## config.mk

```make
export PLATFORM = sky130hd
export DESIGN_NAME = guess_round_tracker
export DESIGN_NICKNAME = d
export VERILOG_FILES = /design/src/rtl/guess_round_tracker.sv
export SDC_FILE = /design/constraint.sdc
export NUM_CORES = 1
export LEC_CHECK = 0
export ABC_AREA = 1
export CORE_MARGIN = 2
export CORE_UTILIZATION = 46
export DETAILED_ROUTE_END_ITERATION = 10
export DONT_BUFFER_PORTS = 1
export GPL_ROUTABILITY_DRIVEN = 0
export GPL_TIMING_DRIVEN = 0
export PLACE_DENSITY_LB_ADDON = 0.3
export SYNTH_ARGS = -nofsm -noshare
export SYNTH_HDL_FRONTEND = slang
export SYNTH_SLANG_ARGS = --single-unit
```

## constraint.sdc

```tcl
create_clock -name clk -period 4.93 [get_ports clk]
set_clock_uncertainty 0.2 [all_clocks]
set_input_delay 1.2325 -clock clk [delete_from_list [all_inputs] [get_ports clk]]
set_output_delay 1.2325 -clock clk [all_outputs]
set_load 0.02 [all_outputs]
```

## src/rtl/guess_round_tracker.sv

```systemverilog
// Scoring stage for the guessing game: compares each confirmed guess against the
// target and tracks the round, incorrect-guess count and per-round countdown timer.
module guess_round_tracker #(
  parameter int unsigned TIMER_BASE  = 30,
  parameter int unsigned FINAL_ROUND = 10
) (
  input  logic        clk,
  input  logic        restart,
  input  logic        tick_1hz,
  input  logic        confirm_btn,
  input  logic [11:0] guess,
  input  logic [11:0] target,
  input  logic [1:0]  win_or_lose,
  output logic [3:0]  round,
  output logic [2:0]  incorrect_guesses,
  output logic [6:0]  timer,
  output logic        guess_ok,
  output logic        guess_bad,
  output logic        new_target
);

  typedef enum logic [1:0] {
    PLAY  = 2'd0,
    CHECK = 2'd1,
    HALT  = 2'd2
  } state_t;

  localparam logic [3:0] FINAL_R = 4'(FINAL_ROUND);
  localparam logic [7:0] BASE_8  = 8'(TIMER_BASE);

  state_t      state_q, state_d;
  logic        btn_q, btn_d;
  logic        rise_q, rise_d;
  logic [11:0] guess_q, guess_d;
  logic [3:0]  round_q, round_d;
  logic [2:0]  inc_q, inc_d;
  logic [6:0]  timer_q, timer_d;
  logic        ok_q, ok_d;
  logic        bad_q, bad_d;
  logic        nt_q, nt_d;

  logic        playing;
  logic        match;
  logic [3:0]  round_next;

  function automatic logic [1:0] digits_of(input logic [3:0] r);
    if (r <= 4'd3)      return 2'd1;
    else if (r <= 4'd6) return 2'd2;
    else                return 2'd3;
  endfunction

  function automatic logic [11:0] mask_of(input logic [3:0] r);
    case (digits_of(r))
      2'd1:    return 12'h00F;
      2'd2:    return 12'h0FF;
      default: return 12'hFFF;
    endcase
  endfunction

  // Product is formed at 8 bits and truncated; TIMER_BASE <= 42 keeps it in range.
  function automatic logic [6:0] reload_of(input logic [3:0] r);
    logic [7:0] prod;
    prod = BASE_8 * {6'd0, digits_of(r)};
    return prod[6:0];
  endfunction

  assign playing    = (win_or_lose == 2'b11);
  assign match      = ((guess_q & mask_of(round_q)) == (target & mask_of(round_q)));
  assign round_next = (round_q >= FINAL_R) ? FINAL_R : round_q + 4'd1;

  // NOTE: every signal assigned here gets a default first, so no path leaves one
  // unassigned and no latch is inferred.
  always_comb begin
    state_d = state_q;
    btn_d   = confirm_btn;
    rise_d  = confirm_btn & ~btn_q;
    guess_d = guess_q;
    round_d = round_q;
    inc_d   = inc_q;
    timer_d = timer_q;
    ok_d    = 1'b0;
    bad_d   = 1'b0;
    nt_d    = 1'b0;

    if (state_q != HALT && tick_1hz && timer_q != 7'd0)
      timer_d = timer_q - 7'd1;

    case (state_q)
      PLAY: begin
        if (!playing) begin
          state_d = HALT;
          timer_d = timer_q;
        end else if (rise_q && timer_q != 7'd0) begin
          guess_d = guess;
          state_d = CHECK;
        end
      end
      CHECK: begin
        // Presses during this cycle are deliberately dropped: rise_q is not looked at.
        if (match) begin
          ok_d    = 1'b1;
          nt_d    = 1'b1;
          round_d = round_next;
          timer_d = reload_of(round_next);
          if (round_next == 4'd4 || round_next == 4'd7)
            inc_d = 3'd0;
        end else begin
          bad_d = 1'b1;
          if (inc_q != 3'd7)
            inc_d = inc_q + 3'd1;
        end
        state_d = playing ? PLAY : HALT;
      end
      default: begin
        state_d = HALT;
        timer_d = timer_q;
      end
    endcase
  end

  // NOTE: sequential state uses non-blocking assignments so every register samples
  // the values from before this edge, independent of statement order.
  always_ff @(posedge clk) begin
    if (restart) begin
      state_q <= PLAY;
      btn_q   <= 1'b0;
      rise_q  <= 1'b0;
      guess_q <= 12'h000;
      round_q <= 4'd1;
      inc_q   <= 3'd0;
      timer_q <= reload_of(4'd1);
      ok_q    <= 1'b0;
      bad_q   <= 1'b0;
      nt_q    <= 1'b0;
    end else begin
      state_q <= state_d;
      btn_q   <= btn_d;
      rise_q  <= rise_d;
      guess_q <= guess_d;
      round_q <= round_d;
      inc_q   <= inc_d;
      timer_q <= timer_d;
      ok_q    <= ok_d;
      bad_q   <= bad_d;
      nt_q    <= nt_d;
    end
  end

  assign round             = round_q;
  assign incorrect_guesses = inc_q;
  assign timer             = timer_q;
  assign guess_ok          = ok_q;
  assign guess_bad         = bad_q;
  assign new_target        = nt_q;

endmodule

```

* Word-level counts from Yosys, hierarchy flattened
Index checks and enable logic that the tools add are counted.
** Storage, ports and cells
- Register bits :: 32
- Latch bits :: 0
- Bits in writable memories :: 0
- Bits in read-only memories :: 0
- Input bits :: 30
- Output and inout bits :: 17
- Logic and storage cells :: 69
- Memories kept :: 0
** Cells by class
- Add/sub/neg operators :: 3
- $mul :: 1
- Divide/modulo/power cells :: 0
- Order comparisons :: 5
- Equal/unequal tests :: 12
- Shift-type cells :: 0
- Muxes and demuxes :: 21
- Bitwise logic cells :: 5
- Reduce and logical (&&, ||, !) cells :: 13
** Operator list (number)
- 12-bit bitwise AND :: 2
- 12-bit case mux with 2 select lines :: 1
- 7-bit 2-to-1 mux :: 3
- 2-bit 2-to-1 mux :: 7
- 7-bit case mux with 2 select lines :: 1
- 12-bit equality test :: 1
- 3-bit 2-to-1 mux :: 3
- 4-bit by 3-bit equality test with 1-bit output (second input constant) :: 2
- 4-bit by 2-bit <= comparator with 1-bit output (second input constant) :: 2
- 4-bit by 3-bit <= comparator with 1-bit output (second input constant) :: 2
- 7-bit nonzero test :: 1
- 7-bit by 1-bit subtractor with 7-bit output (second input constant) :: 1
- 4-bit by 2-bit multiplier with 6-bit output (first input constant) :: 1
- 3-bit != test (second input constant) :: 2
- 3-bit AND reduction :: 2
- 4-bit by 1-bit adder with 4-bit output (second input constant) :: 1
- 2-bit by 1-bit equality test with 1-bit output (second input constant) :: 2
- 2-bit equality test (second input constant) :: 2
- 4-bit greater-or-equal comparator (second input constant) :: 1
- 1-bit 2-to-1 mux :: 4
- 4-bit 2-to-1 mux :: 1
- 2-bit != test (second input constant) :: 2
- 2-bit case mux with 2 select lines :: 1
- 2-bit AND reduction :: 2
- other kinds (9) :: 13

* Depth between registers and ports, before layout
- Depth in word-level cells :: 12
- Mapped depth :: 12
- Gate-level depth less buffers :: 12

* Worst setup path before layout
No wires, ideal clock.
- Path kind :: input to register
- Start :: input port target[1]
- End :: register timer_q[2] (netlist: timer[2])
- Setup time :: 116 ps
- Arrival time :: 2070 ps
- Data required time :: 4614 ps
- Path slack :: 2544 ps
- Stages :: 9
- Buffers on the path :: 0
- Cell sequence :: inv_1 nand2_1 nand4_2 nor2_4 nand3_4 nor2_4 a21oi_2 o21ai_1 nand2_1
** On the way
- Longest elaborated chain between the ends :: 4
** RTL lines
- start, declared :: RTL line 12 : input logic [11:0] target,
- 12-bit bitwise AND :: RTL line 68 : assign match = ((guess_q & mask_of(round_q)) == (target & mask_of(round_q)));
- 12-bit equality test :: RTL line 68
- 7-bit 2-to-1 mux :: RTL line 100 : if (match) begin
- 7-bit case mux with 2 select lines :: RTL line 88 : case (state_q)
- end signal, assigned :: RTL line 131 : timer_q <= reload_of(4'd1);
- end signal, assigned :: RTL line 142 : timer_q <= timer_d;
- end, declared :: RTL line 37 : logic [6:0] timer_q, timer_d;
Every way passes these cells.
A chain may end at the register's enable or synchronous reset.

* Worst setup path in the final report
- Start :: register nt_q (netlist: new_target)
- End :: output port new_target
** RTL lines
- start, declared :: RTL line 40 : logic nt_q, nt_d;
- start signal, assigned :: RTL line 145 : nt_q <= nt_d;
- end, declared :: RTL line 19 : output logic new_target
No word-level cell between the ends.

==> reports/results.txt <==
TNS Setup: 0 ns
setup ws final: 2.60 ns
mapped cell area: 0.00178 mm^2
commonest non-fill, non-tap cells in the layout: nand2_1 (55), inv_1 (41), nor2_1 (36), dfxtp_1 (32), o21ai_1 (15)
family with the most delay on the worst path: flip-flops
cell count after synthesis: 259
clk sink count: 32
FP Rows: 22
run status: finished, final reports clean
Hold WC Path Type: reg2reg
Setup Viol. Count Final: 0
arrival time worst endpoint: 0.90 ns
most common cell after layout, fill and taps aside: nand2_1
CTS Hold Bufs: 0
Pint: 393 uW
largest net degree at the start of global routing: 11
sequential area share after synthesis: 35.9%
pwr dens: 267 mW/mm^2
clock insertion delay at the later pin of the skew report: 0.28 ns
clk buf depth: 2
max-cap viol count: 0
Post-CTS Resized: 0
WP buf/inv: 1
share of post-route cells with drive strength above 1: 11.6%
sequential fraction of design power: 52.9%
area of the core: 0.00369 mm^2
first-pass GRT wire length: 6090 um
Netlist cell types: 31
final worst path period share: 47.4%
dpl ws: 2.36 ns
Critical Path RT: 3.50 ns
Die Wd: 66.3 um
clk slew on worst S/H paths: 0.06 ns
Final Max Slew Viols: 0
ANT nets after route: 0
crit path cell chain: buf_4
startpoint types: flip-flop
Diodes inserted: 0
total CTS buffers: 5
Die ar.: 0.00439 mm^2
gr ovfl total: 0
WL final: 3620 um
Hold Vio Cnt, Final: 0
Synth Area per Inst: 6.88 um^2
unrepaired setup endpoints after global routing: false
hold slack: 0.190 ns
vias in the first global route: 1451
CP max stage delay: 0.44 ns
Final nets: 302
Mapped Nets: 295
Comb pwr share: 7.6%
drt pass-1 iters: 4
initial drt markers: 49
CP max-delay cell: dfxtp_1
Rel. slew slack: 67.6%
maximum VDD drop: 160 uV
leakage power: 0.920 nW
CTS tree: yes
switching power: 123 uW
dpl hpwl: 2850 um
IO Pins: 47
area delta synth->final: 8.42%
PortBufs: 0
wire per inst: 11.5 um
Switching Fraction: 23.8%
Setup Buffers After CTS: 0
GRT Total Usage: 18.0%
initial antenna violation count: 0
Worst Tran Pin Value: 0.487 ns
yosys warns: 0
Root Buffer: clkbuf_8
# DRC: 0
register bit count reported by yosys: 32
H-Tree Depth: 2
vias after detailed routing: 1533
min cycle time layout: 2.33 ns
endpoint class of the critical path: primary output
Clk pwr share: 39.5%
vias per cell: 4.87
Die H: 66.3 um
critical-path maximum fanout: 2
Initial Util: 48.3%
Max Freq: 0.428 GHz
critical path class: reg2out
[cells in the mapped netlist]
library cell	number	area share (%)
a211oi_1	1	0.42
a21boi_1	1	0.42
a21oi_1	13	3.6
a21oi_2	1	0.49
buf_1	1	0.21
buf_4	2	0.84
buf_6	1	0.63
clkbuf_1	1	0.21
clkinv_1	1	0.21
dfxtp_1	32	36
ha_1	6	4.2
inv_1	41	8.6
inv_2	6	1.3
nand2_1	55	12
nand2_2	3	1.1
nand3_1	8	2.2
nand3_2	1	0.56
nand3_4	1	0.98
nand4_1	8	2.8
nand4_2	2	1.4
nand4_4	1	1.2
nor2_1	36	7.6
nor2_2	1	0.35
nor2_4	4	2.5
nor3_1	1	0.28
nor3_2	1	0.56
o21ai_0	8	2.2
o21ai_1	15	4.2
o21ai_2	1	0.49
or2_1	1	0.35
xor2_1	5	2.5
[logic make-up after synthesis]
group                    synth area share, %
flip-flops                              35.9
buffers and inverters                   12.0
AO/OA/AOI/OAI                           11.9
AND/OR/NAND/NOR                         33.5
adder cells (fa/ha/maj)                 4.21
XOR/XNOR                                2.46
[registers in the layout, indices dropped and copies added (netlist names)]
| register | count |
|---|---|
| btn_q | 1 |
| guess_bad | 1 |
| guess_q | 12 |
| incorrect_guesses | 3 |
| new_target | 1 |
| rise_q | 1 |
| round | 4 |
| state_q | 2 |
| timer | 7 |
[through the flow]
stage	utilization (%)	power, mW	std cells	cell area, um^2
after floorplan	-	0.310	259	1780
after global placement	50.0	0.317	307	1840
after detailed placement	50.0	0.318	307	1840
after CTS	52.4	0.520	315	1930
after global routing	52.4	0.538	315	1930
final	52.4	0.516	315	1930
[power groups by stage]
stage          sequential, mW  clock [mW]  combinational [mW]
6_report                0.273       0.204              0.0393
5_1_grt                 0.274       0.219              0.0455
4_1_cts                 0.273       0.208              0.0397
3_5_place_dp            0.279           0              0.0396
3_3_place_gp            0.278           0              0.0388
2_1_floorplan           0.277           0              0.0330
[per-layer routing]
layer	track usage [%]	vias up	part of all wire [%]
met5	0	-	0
met1	20.1	668	42
met3	7.50	4	8.3
met2	31.9	38	48
met4	3.83	0	0.77
li1	-	823	-
[worst paths after layout]
path	slack (ns)	endpoint	start	cells after the start
setup / recovery	2.60	new_target	new_target$_SDFF_PP0_	1
setup reg to reg	2.94	timer[6]$_SDFFE_PP0P_	round[0]$_SDFFE_PP1P_	10
hold reg to reg	0.19	rise_q$_SDFF_PP0_	btn_q$_SDFF_PP0_	1
hold / removal	0.19	rise_q$_SDFF_PP0_	btn_q$_SDFF_PP0_	1
[area by class of cell]
class | instances | area, um^2
sequential | 32 | 641
buffer | 5 | 33.8
multi-input combinational | 174 | 928
fill | 391 | 1760
inverter | 48 | 180
tap | 48 | 60.1
clock buffer | 8 | 90.1
[worst reg2reg max path, delay by kind of cell (launching register included)]
| family | cells | cell delay (ns) |
|---|---|---|
| adders and majority gates | 1 | 0.22 |
| buffers and inverters | 2 | 0.18 |
| AOI/OAI and AO/OA | 2 | 0.30 |
| and+or+nand+nor | 5 | 0.44 |
| DFF | 1 | 0.53 |
Power figures use the tool's default switching activity.
